### config.mk
export PLATFORM = sky130hd
export DESIGN_NAME = tick_counter
export DESIGN_NICKNAME = d
export VERILOG_FILES = /design/src/rtl/tick_counter.sv
export SDC_FILE = /design/constraint.sdc
export NUM_CORES = 1
export LEC_CHECK = 0
export CAP_MARGIN = 20
export CORE_MARGIN = 8
export CORE_UTILIZATION = 49
export CTS_CLUSTER_SIZE = 16
export DETAILED_ROUTE_END_ITERATION = 10
export PLACE_DENSITY = 0.8
export RECOVER_POWER = 50
export SKIP_LAST_GASP = 1
export SYNTH_ARGS = -nofsm -noshare
export SYNTH_HDL_FRONTEND = slang
export SYNTH_SLANG_ARGS = --single-unit
### constraint.sdc
create_clock -name clk -period 1.8 [get_ports clk]
set_input_delay 0.36 -clock clk [delete_from_list [all_inputs] [get_ports clk]]
set_output_delay 0.36 -clock clk [all_outputs]
set_load 0.1 [all_outputs]
### src/rtl/tick_counter.sv
// tick_counter: enabled-tick counter, 0..n_ticks, one-shot (saturate) or periodic (wrap) modes.
// Latency: data_o/tc_o registered, one cycle behind the internal count; busy_o/done_o decoded from state.
// Backpressure: none; en_i gaps stall counting. Optional prescaler under TICK_COUNTER_PRESCALE_EN.
module tick_counter #(
  parameter int WIDTH    = 8,
  parameter int PRESCALE = 4
) (
  input  logic             clk,
  input  logic             rstn,
  input  logic             start_i,
  input  logic             clr_i,
  input  logic             en_i,
  input  logic             mode_i,
  input  logic [WIDTH-1:0] n_ticks,
  output logic [WIDTH-1:0] data_o,
  output logic             tc_o,
  output logic             busy_o,
  output logic             done_o,
  output logic             watch_o
);

  typedef enum logic [1:0] {
    IDLE = 2'd0,
    RUN  = 2'd1,
    DONE = 2'd2
  } state_t;

  state_t           state;
  logic [WIDTH-1:0] cnt;
  logic             rstn_z;
  logic             adv;
  logic             term;

`ifdef TICK_COUNTER_PRESCALE_EN
  // Prescaler width kept at least 1 bit so PRESCALE=1 still elaborates.
  localparam int PW = (PRESCALE > 1) ? $clog2(PRESCALE) : 1;
  localparam logic [PW-1:0] PS_LAST = PW'(PRESCALE - 1);

  logic [PW-1:0] psc;
  logic          strobe;

  assign strobe = (psc == PS_LAST);
  assign adv    = (state == RUN) && en_i && strobe;

  // Mod-PRESCALE prescaler: runs on enabled RUN cycles, zeroed on clear/start.
  always_ff @(posedge clk or negedge rstn) begin
    if (!rstn) begin
      psc <= '0;
    end else if (clr_i || start_i) begin
      psc <= '0;
    end else if ((state == RUN) && en_i) begin
      psc <= strobe ? '0 : psc + 1'b1;
    end
  end
`else
  assign adv = (state == RUN) && en_i;
`endif

  // Greater-or-equal compare so a limit lowered below cnt terminates on the next step.
  assign term = adv && (cnt >= n_ticks);

  // Control FSM with count and registered outputs; clr beats start beats count step.
  always_ff @(posedge clk or negedge rstn) begin
    if (!rstn) begin
      state  <= IDLE;
      cnt    <= '0;
      data_o <= '0;
      tc_o   <= 1'b0;
    end else begin
      data_o <= cnt;
      tc_o   <= term;
      if (clr_i) begin
        state <= IDLE;
        cnt   <= '0;
      end else if (start_i) begin
        state <= RUN;
        cnt   <= '0;
      end else if (adv) begin
        if (cnt < n_ticks) begin
          cnt <= cnt + 1'b1;
        end else if (mode_i) begin
          cnt <= '0;
        end else begin
          state <= DONE;
        end
      end
    end
  end

  // Post-reset watch pulse: high for exactly the first edge after rstn releases.
  always_ff @(posedge clk or negedge rstn) begin
    if (!rstn) begin
      rstn_z  <= 1'b0;
      watch_o <= 1'b0;
    end else begin
      rstn_z  <= rstn;
      watch_o <= rstn & ~rstn_z;
    end
  end

  assign busy_o = (state == RUN);
  assign done_o = (state == DONE);

endmodule

; ---- Word level (Yosys, flattened, before mapping)
; Cells that the tools add are included.
[totals]
in_bits = 14
reg_bits = 21
[classes]
reduce_logical = 6
eq_ne = 4
magnitude_cmp = 2
n_bitwise = 2
n_addsub = 1
muxes = 10
[op_table]
columns = cell, n
row1 = $mux W8, 5
row2 = $mux W2, 5
row3 = $add A8 B1 Y8 const B, 1
row4 = $ge A8 B8 Y1, 1
row5 = $lt A8 B8 Y1, 1
row6 = $ne A3 B3 Y1 const B, 2
row7 = $reduce_bool A4 Y1, 1
row8 = $reduce_and A3 Y1, 1
row9 = $reduce_bool A3 Y1, 1
row10 = $eq A2 B1 Y1 const B, 1
row11 = $eq A2 B2 Y1 const B, 1
row12 = $logic_and A1 B1 Y1, 2
row13 = $reduce_and A2 Y1, 1
row14 = $and A1 B1 Y1, 1
row15 = $not A1 Y1, 1

; ---- Longest topological paths before layout
; Gate-level depths: netlist of run 1.
[depth]
depth_word = 5
ltp_mapped = 8
mapped_depth_nobuf = 7

; ---- Worst setup path after synthesis of run 1
; No wires, ideal clock.
[synth_timing]
path_type = reg-to-reg
startpoint = register state[1]
endpoint = register cnt[1]
path_stages_with_launch = 6
path_slack_ps = -353
setup_time_ps = 126
arrival_ps = 2027
cell_sequence = dfrtp_1 -> nor2b_2 -> nand2_1 -> o21ai_0 -> a31o_4 -> o22ai_2
[synth_via]
elab_chain_cells = 4
[synth_lines]
columns = element, line
row1 = start: declaration, 28  ; state_t state;
row2 = start signal: assignment, 65  ; state <= IDLE;
row3 = start signal: assignment, 73  ; state <= IDLE;
row4 = start signal: assignment, 76  ; state <= RUN;
row5 = $eq A2 B1 Y1, --
row6 = via busy_o, 17  ; output logic busy_o,
row7 = $logic_and A1 B1 Y1, 56  ; assign adv = (state == RUN) && en_i;
row8 = $reduce_bool A3 Y1 (no line), --
row9 = $reduce_and A2 Y1 (no line), --
row10 = end signal: assignment, 80  ; cnt <= cnt + 1'b1;
row11 = end: declaration, 29  ; logic [WIDTH-1:0] cnt;
; The timed path passes the listed nets, and every way through them passes these cells.
; A chain may end at the register's enable or synchronous reset.

; ---- Worst setup path in the final report of run 1
[layout_timing]
startpoint = input n_ticks[1]
endpoint = register cnt[2]
[layout_via]
elab_chain_cells = 5
word_cells_on_any_way = 7
classes_between = order compare: 1 / mux: 4 / reduce/logical: 2
[layout_lines]
columns = element, line
row1 = start: declaration, 14  ; input logic [WIDTH-1:0] n_ticks,
row2 = $lt A8 B8 Y1 (*), 79  ; if (cnt < n_ticks) begin
row3 = $mux W8, 79
row4 = $mux W8, 78  ; end else if (adv) begin
row5 = $mux W8, 75  ; end else if (start_i) begin
row6 = $mux W8, 72  ; if (clr_i) begin
; Every way passes the cells marked *; elsewhere a longest branch is shown, timed or not. The select of a mux whose other input is x is not followed.

==> results of run 1 <==
[registers in the layout (all words and copies together), names as in the netlist]
signal and flops:
data_o 8, watch_o 1, cnt 8, state 2, rstn_z 1, tc_o 1
[synthesized netlist by cell type, drive strengths merged (2+ instances only)]
master,number,share of area (%)
ha,9,10
nor3,2,0.89
o21a,3,2.1
a31oi,3,1.7
o21ai,9,6.7
dfrtp,21,47
nand2b,2,1.1
inv,18,6.0
o22ai,2,1.7
nor2b,4,2.4
and3,5,2.8
a21oi,5,2.6
nand2,4,1.6
nand3,3,1.3
and2,3,1.8
nor2,6,2.2
o211ai,6,4.0
[cell families after synthesis]
kind of cell / after synthesis
flip-flops: 21
adder cells (fa/ha/maj): 9
multiplexers: 1
buffers and inverters: 19
AND/OR/NAND/NOR: 30
AO/OA/AOI/OAI: 30
[worst max-delay path: stages]
cell and delay [ps]:
clkdlybuf4s50_1 460, inv_1 60, ha_4 270, nand2b_1 80, a21oi_2 220, o21ai_4 120, a31o_4 290, o21ai_1 160
[power breakdown]
group / leakage, nW / switching (mW) / total [mW] / internal (mW)
combinational: 0.457 / 0.0904 / 0.162 / 0.0714
sequential: 0.288 / 0.00534 / 0.483 / 0.478
clock: 0.0150 / 0.143 / 0.230 / 0.0868
total: 0.760 / 0.239 / 0.875 / 0.636
[how the worst min path moves through the flow]
stage,start,end,slack (ps),cells past startpoint
2_1_floorplan,rstn,cnt[0]$_DFFE_PN0P_,60,0
3_3_place_gp,rstn_z$_DFF_PN0_,watch_o$_DFF_PN0_,380,1
3_5_place_dp,rstn_z$_DFF_PN0_,watch_o$_DFF_PN0_,400,1
4_1_cts,rstn,rstn_z$_DFF_PN0_,230,1
5_1_grt,rstn,rstn_z$_DFF_PN0_,290,1
6_report,rstn,rstn_z$_DFF_PN0_,300,1
[stage by stage]
| stage | TNS (ps) | cell area [um^2] |
|---|---|---|
| global route | -184.3 | 1720 |
| floorplan | 0 | 1136 |
| finish | 0 | 1720 |
| global placement | -2507 | 1602 |
| CTS | 0 | 1643 |
| detailed placement | -3330 | 1602 |
[layer usage]
layer	global-route usage (%)	up-vias	part of all wire (%)
met5	0	-	0
met4	8.635	0	3.3
met3	1.916	11	5.5
met2	24.34	43	54
met1	15.16	475	38
li1	-	458	-
[cell type report]
type	instances	area, um^2	area share [%]
Tap cell	28	35.03	2.036
Sequential cell	21	525.5	30.55
Inverter	18	67.56	3.927
Clock buffer	4	26.28	1.527
Timing Repair Buffer	36	432.9	25.16
Multi-Input combinational cell	70	633.1	36.80
[timing repair]
action                                 4_1_cts  5_1_grt
setup buffers                                2        0
gates resized for setup                      0       14
pin swaps                                    2        8
setup endpoints to repair                    5        9
endpoints found under the hold margin        0        0
==> flow_metrics.env, run 1 <==
export IMPL_drv_slew=0
export IMPL_ant_nets=0
export IMPL_dp_cells=171
export IMPL_postLayoutCoreUtil_pct=78.53
export IMPL_clk_transition_reported_paths_ps=110
export IMPL_synthSimpleGateAreaFrac_pct=14.63
export IMPL_ys_ff_latch=21
export IMPL_final_cell_mix="21 x dfrtp_1, 17 x inv_1, 12 x buf_12, 11 x clkdlybuf4s50_1, 7 x clkbuf_1"
export IMPL_netlist_instances=110
export IMPL_fillCellCount=132
export IMPL_p_leak_nw=0.7599
export IMPL_final_common_cell="dfrtp_1"
export IMPL_post_route_min_period_ps=1788
export IMPL_post_route_drc_count=0
export IMPL_overflow=0
export IMPL_post_route_cells_drive_above_1_share_pct=30.87
export IMPL_status="finished, final reports clean"
export IMPL_synthXorXnorAreaFrac_pct=0
export IMPL_p_total_uw=874.9
export IMPL_synth_async_reset_ratio_pct=100.0
export IMPL_dieArea_um2=4095
export IMPL_slew_headroom_pct=28.23
export IMPL_yosysUniqueCellTypes=32
export IMPL_vdd_ir_drop_max_mv=0.4365
export IMPL_cts_buffers=3
export IMPL_setup_viol=0
export IMPL_cp_max_fo=8
export IMPL_start_util_pct=51.51
export IMPL_cts_max_path_buffers=2
export IMPL_finalNonFillerCells=177
export IMPL_fp_dieH_um=63.99
export IMPL_endpoint="cnt[2]$_DFFE_PN0P_"
export IMPL_startpoint="n_ticks[1]"
export IMPL_antenna_found_initial=0
export IMPL_portBuffers=25
export IMPL_syn_num_nets=133
export IMPL_r2r_slack_ps=60
export IMPL_wire_per_inst_um=17.76
export IMPL_clock_sinks=21
export IMPL_synth_compound_area_share_pct=21.29
export IMPL_core_area_um2=2191
export IMPL_finalHoldViolations=0
export IMPL_layout_setup_ws_ps=11.76
export IMPL_drtIter0Drc=28
export IMPL_synth_edf_count=0
export IMPL_end_kind="flop"
export IMPL_critPathKind="primary input to flop"
export IMPL_max_slew_worst_pin_slew_ps=1076
export IMPL_dp_final_hpwl_um=2266
export IMPL_clock_root_buffer="clkbuf_4"
export IMPL_fmax_mhz=559.2
export IMPL_chipWidth_um=63.99
export IMPL_cp_arrival_ps=2030
export IMPL_gp_congestion=0.8636
export IMPL_wl_um=3144
export IMPL_power_density_nw_per_um2=508.5
export IMPL_rsz0062_at_grt="true"
export IMPL_synth_adder_area_share_pct=9.978
export IMPL_cts_tree="done"
export IMPL_timing_rr_start="cnt[1]$_DFFE_PN0P_"
export IMPL_worstPathRequired_ps=2040
export IMPL_netlist_area_um2=1129
export IMPL_yosys_warnings=0
export IMPL_timing_rr_end="cnt[2]$_DFFE_PN0P_"
export IMPL_synth_flop_cell="dfrtp_1"
export IMPL_pre_cts_slack_ps=-359.1
export IMPL_worstSkewPairLatency_ps=310
export IMPL_ios=26
export IMPL_cts_hold_buffers_added=0
export IMPL_vias=987
export IMPL_ff2ff_path_depth=6
export IMPL_synth_avg_cell_area_um2=10.26
export IMPL_first_global_vias=991
export IMPL_nets=173
export IMPL_antenna_cells=0
export IMPL_area_growth_pct=52.44
export IMPL_grt_max_degree=21
export IMPL_fin_skew_ps=5.514
export IMPL_synthMuxAreaShare_pct=0.8869
export IMPL_h_tree_depth=1
export IMPL_drt_pre_antenna_iters=4
export IMPL_hold_class="primary input to async pin"
export IMPL_ys_seq_area_share_pct=46.56
export IMPL_fin_crit_sh_pct=99.35
export IMPL_grt_pass1_wl_um=4519
export IMPL_routed_via_density=5.576
export IMPL_rows=17
export IMPL_grt_use_total_pct=13.78
export IMPL_synth_top_family_by_area="compound AO/OA/AOI/OAI gates"
export IMPL_cap_violations=0
export IMPL_crit_path_start_kind="primary input"
export IMPL_whs_ps=295.2
Note: power is estimated with default switching activity, not from simulation.
==> run 2: changes to the inputs <==
HOLD_SLACK_MARGIN = 0.1   (was not set)
clock period = 1.7 ns   (was 1.8 ns; I/O delays follow)
==> run 2 against run 1 <==
  * The flow now finishes with violations (negative setup slack)
  * Sequential cell count did not move
  * Setup slack got worse by 20 ps
  * First-iteration DRC count up 61%
  * Critical path depth unchanged
  * Global-route usage up 1.7 points
  * Hold slack got worse by 4.9 ps
  * Wire length is 8.3% higher
  * Register-to-register slack worse by 50 ps
  * Non-clock buffer count is 1 higher
  * Utilization rose by 3.3 points
==> flow_metrics.env, run 2 (synthesized netlist as in run 1, its figures left out) <==
export IMPL_final_cell_mix="21 x dfrtp_1, 12 x inv_1, 12 x buf_12, 8 x buf_4, 7 x clkdlybuf4s50_1"
export IMPL_clock_power_share_pct=25.5
export IMPL_ios=26
export IMPL_cts_hold_buffers_added=0
export IMPL_power_internal_uw=680.2
export IMPL_clock_sinks=21
export IMPL_antenna_cells=0
export IMPL_dp_final_hpwl_um=2212
export IMPL_finalHoldViolations=0
export IMPL_setup_viol=2
export IMPL_wl_um=3406
export IMPL_first_global_vias=1063
export IMPL_gp_congestion=0.9067
export IMPL_post_route_min_period_ps=1708
export IMPL_slew_headroom_pct=81.10
export IMPL_reg_top3="cnt (8), data_o (8), state (2)"
export IMPL_h_tree_depth=1
export IMPL_critPathTopFamily="compound AO/OA/AOI/OAI gates"
export IMPL_fin_crit_sh_pct=100.5
export IMPL_hold_class="primary input to async pin"
export IMPL_post_route_cells_drive_above_1_share_pct=39.33
export IMPL_worstPathRequired_ps=1940
export IMPL_antenna_found_initial=0
export IMPL_grt_max_degree=21
export IMPL_crit_slowest_cell="clkdlybuf4s50_1"
export IMPL_finalNonFillerCells=178
export IMPL_crit_path_cell_trace="clkdlybuf4s50_1 -> inv_2 -> ha_4 -> nand2b_4 -> a21oi_4 -> o21ai_4 -> a31o_4 -> o22ai_2"
export IMPL_cp_arrival_ps=1950
export IMPL_power_density_nw_per_um2=523.8
export IMPL_cap_violations=0
export IMPL_placed_area_um2=1619
export IMPL_r2r_slack_ps=10
export IMPL_nets=174
export IMPL_ant_nets=0
export IMPL_portBuffers=25
export IMPL_vias=1036
export IMPL_timing_rr_start="cnt[2]$_DFFE_PN0P_"
export IMPL_final_common_cell="dfrtp_1"
export IMPL_postLayoutCoreUtil_pct=81.78
export IMPL_p_leak_nw=0.8179
export IMPL_clock_root_buffer="clkbuf_4"
export IMPL_end_kind="flop"
export IMPL_clk_transition_reported_paths_ps=110
export IMPL_cts_max_path_buffers=2
export IMPL_start_util_pct=51.51
export IMPL_cp_max_fo=8
export IMPL_worstSkewPairLatency_ps=310
export IMPL_dp_cells=173
export IMPL_cts_buffers=3
export IMPL_post_route_cell_area_um2=1792
export IMPL_timing_rr_end="cnt[0]$_DFFE_PN0P_"
export IMPL_chipWidth_um=63.99
export IMPL_p_comb_share_pct=20.0
export IMPL_grt_pass1_wl_um=5071
export IMPL_cts_tree="done"
export IMPL_wire_per_inst_um=19.13
export IMPL_rows=17
export IMPL_drv_slew=0
export IMPL_drtIter0Drc=45
export IMPL_whs_ps=290.3
export IMPL_dieArea_um2=4095
export IMPL_rsz0062_at_grt="true"
export IMPL_setup_tns_ps=-10.15
export IMPL_crit_path_start_kind="primary input"
export IMPL_status="finished with violations"
export IMPL_drt_pre_antenna_iters=4
export IMPL_ff2ff_path_depth=6
export IMPL_routed_via_density=5.820
export IMPL_violations="negative setup slack"
export IMPL_post_route_drc_count=0
export IMPL_layout_setup_ws_ps=-7.817
export IMPL_fmax_mhz=585.5
export IMPL_core_area_um2=2191
export IMPL_swShare_pct=27.52
export IMPL_p_seq_share_pct=54.5
export IMPL_overflow=0
export IMPL_vdd_ir_drop_max_mv=0.3975
export IMPL_power_switching_uw=258.2
export IMPL_fin_skew_ps=1.810
export IMPL_grt_use_total_pct=15.47
export IMPL_max_stage_delay_ps=470
export IMPL_critPathKind="primary input to flop"
export IMPL_fp_dieH_um=63.99
export IMPL_area_growth_pct=58.76
export IMPL_worst_path_buf_inv=2
export IMPL_max_slew_worst_pin_slew_ps=282.4
-- run 2: cell type report --
cell class	count	area [um^2]
tap	28	35.03
clock buffer	4	26.28
fill	114	399.1
sequential	21	525.5
timing repair buffer	37	457.9
multi-input combinational	70	679.4
inverter	18	67.56
-- run 2: power groups by stage --
stage	clock network [mW]	registers [mW]	logic, mW
after detailed placement	0	0.521	0.158
final	0.239	0.512	0.188
after global placement	0	0.520	0.153
after CTS	0.249	0.511	0.167
after global routing	0.265	0.512	0.199
after floorplan	0	0.536	0.0643
-- run 2: worst max-delay path by stage --
stage / start / to / slack (ps) / depth (start not counted)
after global routing: cnt[0]$_DFFE_PN0P_ / cnt[0]$_DFFE_PN0P_ / -50 / 7
after CTS: n_ticks[3] / cnt[0]$_DFFE_PN0P_ / -0.4 / 8
final: n_ticks[1] / cnt[1]$_DFFE_PN0P_ / -8 / 8
after global placement: n_ticks[2] / cnt[0]$_DFFE_PN0P_ / -370 / 8
after detailed placement: n_ticks[2] / cnt[0]$_DFFE_PN0P_ / -460 / 8
after floorplan: state[1]$_DFFE_PN0P_ / cnt[1]$_DFFE_PN0P_ / 50 / 5
-- run 2: what timing repair did --
action | CTS | global route
hold endpoints to repair | 0 | 0
endpoints found under the setup margin | 10 | 10
pin swaps | 5 | 9
setup buffers | 1 | 0
gates resized for setup | 8 | 22
-- run 2: stage by stage --
step	total power, mW	setup slack [ps]
3_3_place_gp	0.6733	-374.8
4_1_cts	0.9265	-0.3912
5_1_grt	0.9765	-53.36
6_report	0.9385	-7.817
3_5_place_dp	0.6786	-457.8
2_1_floorplan	0.5998	47.35
-- run 2: metal layers --
layer  share of wire [%]  vias up  wire length, um  track usage (%)
li1                    -      456                -                -
met1                  36      506             1226            16.74
met2                  54       55             1826            28.23
met3                 5.3       19              182            2.265
met4                 5.0        0              170            8.357
met5                   0        -                0                0
==> run 3: changes to the inputs <==
HOLD_SLACK_MARGIN = not set   (was 0.1)
==> results of run 3 <==
No change in the layout: final DEF, timing and power equal those of run 2.
==> patch: new RTL, settings of run 2 <==
Change the parameter `WIDTH` from 8 to 6.
--- a/src/rtl/tick_counter.sv
+++ b/src/rtl/tick_counter.sv
@@ -2,7 +2,7 @@
 // Latency: data_o/tc_o registered, one cycle behind the internal count; busy_o/done_o decoded from state.
 // Backpressure: none; en_i gaps stall counting. Optional prescaler under TICK_COUNTER_PRESCALE_EN.
 module tick_counter #(
-  parameter int WIDTH    = 8,
+  parameter int WIDTH    = 6,
   parameter int PRESCALE = 4
 ) (
   input  logic             clk,
Interface: changed (resized data_o and n_ticks); port bits go from 26 to 22. The function was not compared with the original's and may differ.
==> patch against run 2 <==
  * The run still ends with negative setup slack left
  * Clock skew about the same
  * Final cell count decreased by 13%
  * Clock power is 10% lower
  * Sequential cell count decreased by 4
  * Wire length down 5.0%
  * Setup slack lost 0.042 ns
  * Design area shrank 16%
  * Synthesized cell count decreased by 22%
  * Synthesized area fell by 20%
  * Power decreased by 14%
  * Highest routed layer unchanged
==> patch: results (changes against run 2) <==
Synth Area in Adders = 9.75% (-0.23 points)
GP Congestion = 0.881 (-2.9%)
final worst slack = -0.0498 ns (-0.0419 ns)
initial antenna violation count = 0 (unchanged)
Synth Area in Compound Gates = 19.2% (-2.1 points)
reg2reg start = cnt[5]
vias per cell = 5.97 (+2.6%)
outcome = complete, but fails checks
global-route wire length before repair = 4300 um (-15%)
Yosys cell types = 27 (-16%)
pin count of the biggest net entering global routing = 12 (-43%)
Routed Wire Length = 3240 um (-5.0%)
dpl hpwl = 1920 um (-13%)
Largest regs = cnt (6), data_o (6), state (2)
Inst Count DP = 144 (-17%)
vias in the first global route = 877 (-17%)
multiplexer share of the synthesized area = 0% (-0.89 points)
worst vdd ir = 0.405 mV (+1.9%)
Critical R2R Capture = cnt[4]
final worst clock skew = 0.00213 ns (+0.000323 ns)
Syn Inst Count = 86 (-22%)
Post-DP Area = 1330 um2 (-18%)
Hold Crit Class = reg -> reg
fillcell total = 89 (-22%)
clk_lat worst skew = 0.29 ns (-0.02 ns)
DR iter-0 viols = 46 (+2.2%)
Seq/Total Area, Yosys = 47.4% (+0.79 points)
gr usage total = 16.4% (+0.95 points)
Yosys top cell area share = 47.4% (+0.79 points)
Post-Syn Nets = 105 (-21%)
Rel. slew slack = 56.5% (-25 points)
Critical Path Max Stage Delay = 0.45 ns (-0.02 ns)
crit path max fanout = 3 (-5)
Pleak = 0.690 nW (-16%)
final setup vio count = 6 (+4)
Post-synth top cells = 17 x dfrtp_1, 13 x inv_1, 7 x ha_1
share of layout cells above drive strength 1 = 40.3% (+0.98 points)
Port Buf Inserts = 21 (-16%)
WL/cell = 21.0 um (+9.8%)
worst hold start = rstn_z
top post-synthesis cells by area = dfrtp_1 47%, ha_1 9.7%, inv_1 5.4%
failing checks = negative setup slack
## patch: changes by cell type after synthesis, moves of 2 or more
cell and change:
ha_1 -2, nand4_1 +2, o22ai_1 +5, nand2_1 +2, and3_1 -5, a31oi_1 -2
o211ai_1 -3, dfrtp_1 -4, inv_1 -5, o21ai_2 -5, a21oi_1 -2
## patch: timing repair
| item | CTS | global route |
|---|---|---|
| pin swaps | 6 | 8 |
| setup endpoints to repair | 8 | 9 |
| setup buffers | 3 | 5 |
| gates resized for setup | 8 | 14 |
## patch: layer usage
metal | GRT usage [%] | vias up | share of wire (%)
met1 | 18.4 | 440 | 38
met3 | 3.48 | 13 | 8.8
met2 | 29.8 | 74 | 50
met5 | 0 | - | 0
li1 | - | 393 | -
met4 | 5.46 | 0 | 3.9
## patch: final cells by class
type | count | area, um2 | area share [%]
multi-input cells | 56 | 533 | 35.3
repair buffers | 39 | 444 | 29.4
flip-flops and latches | 17 | 425 | 28.2
inverters | 13 | 48.8 | 3.23
well taps | 25 | 31.3 | 2.07
clock buffers | 4 | 26.3 | 1.74
## patch: logic make-up (layout without fill, tap and decap cells)
kind of cell,after synthesis,count (layout)
and+or+nand+nor,28,28
buffers and inverters,13,56
adders and majority gates,7,7
DFF,17,17
AOI/OAI and AO/OA,21,21
## patch: critical path, delay by kind of cell
kind	cells	cell delay (ns)
AOI/OAI and AO/OA	3	0.59
buffers and inverters	3	0.69
and+or+nand+nor	1	0.06
adders and majority gates	1	0.28
## patch: how the worst max path moves through the flow
| stage | from | to | slack (ns) | depth (start not counted) |
|---|---|---|---|---|
| 4_1_cts | n_ticks[5] | cnt[5] | -0.06 | 8 |
| 2_1_floorplan | cnt[5] | cnt[0] | 0.05 | 5 |
| 5_1_grt | cnt[2] | cnt[4] | -0.1 | 6 |
| 3_3_place_gp | n_ticks[5] | cnt[0] | -0.50 | 7 |
| 6_report | n_ticks[1] | cnt[4] | -0.05 | 8 |
| 3_5_place_dp | n_ticks[5] | cnt[0] | -0.56 | 7 |
## patch: where the power goes
part | switching (W) | leakage [nW] | internal, W
registers | 0.00000715 | 0.232 | 0.000411
clock network | 0.000124 | 0.0150 | 0.0000911
logic | 0.0000952 | 0.443 | 0.0000751
## patch: stage by stage
step | hold WS [ns] | setup slack (ns) | setup TNS (ns) | utilization (%)
floorplan | 0.0444 | 0.0468 | 0 | -
global placement | 0.388 | -0.498 | -3.69 | 77.2
detailed placement | 0.424 | -0.565 | -4.08 | 77.2
CTS | 0.387 | -0.0583 | -0.264 | 82.5
global route | 0.446 | -0.0976 | -0.358 | 87.4
finish | 0.427 | -0.0498 | -0.191 | 87.4
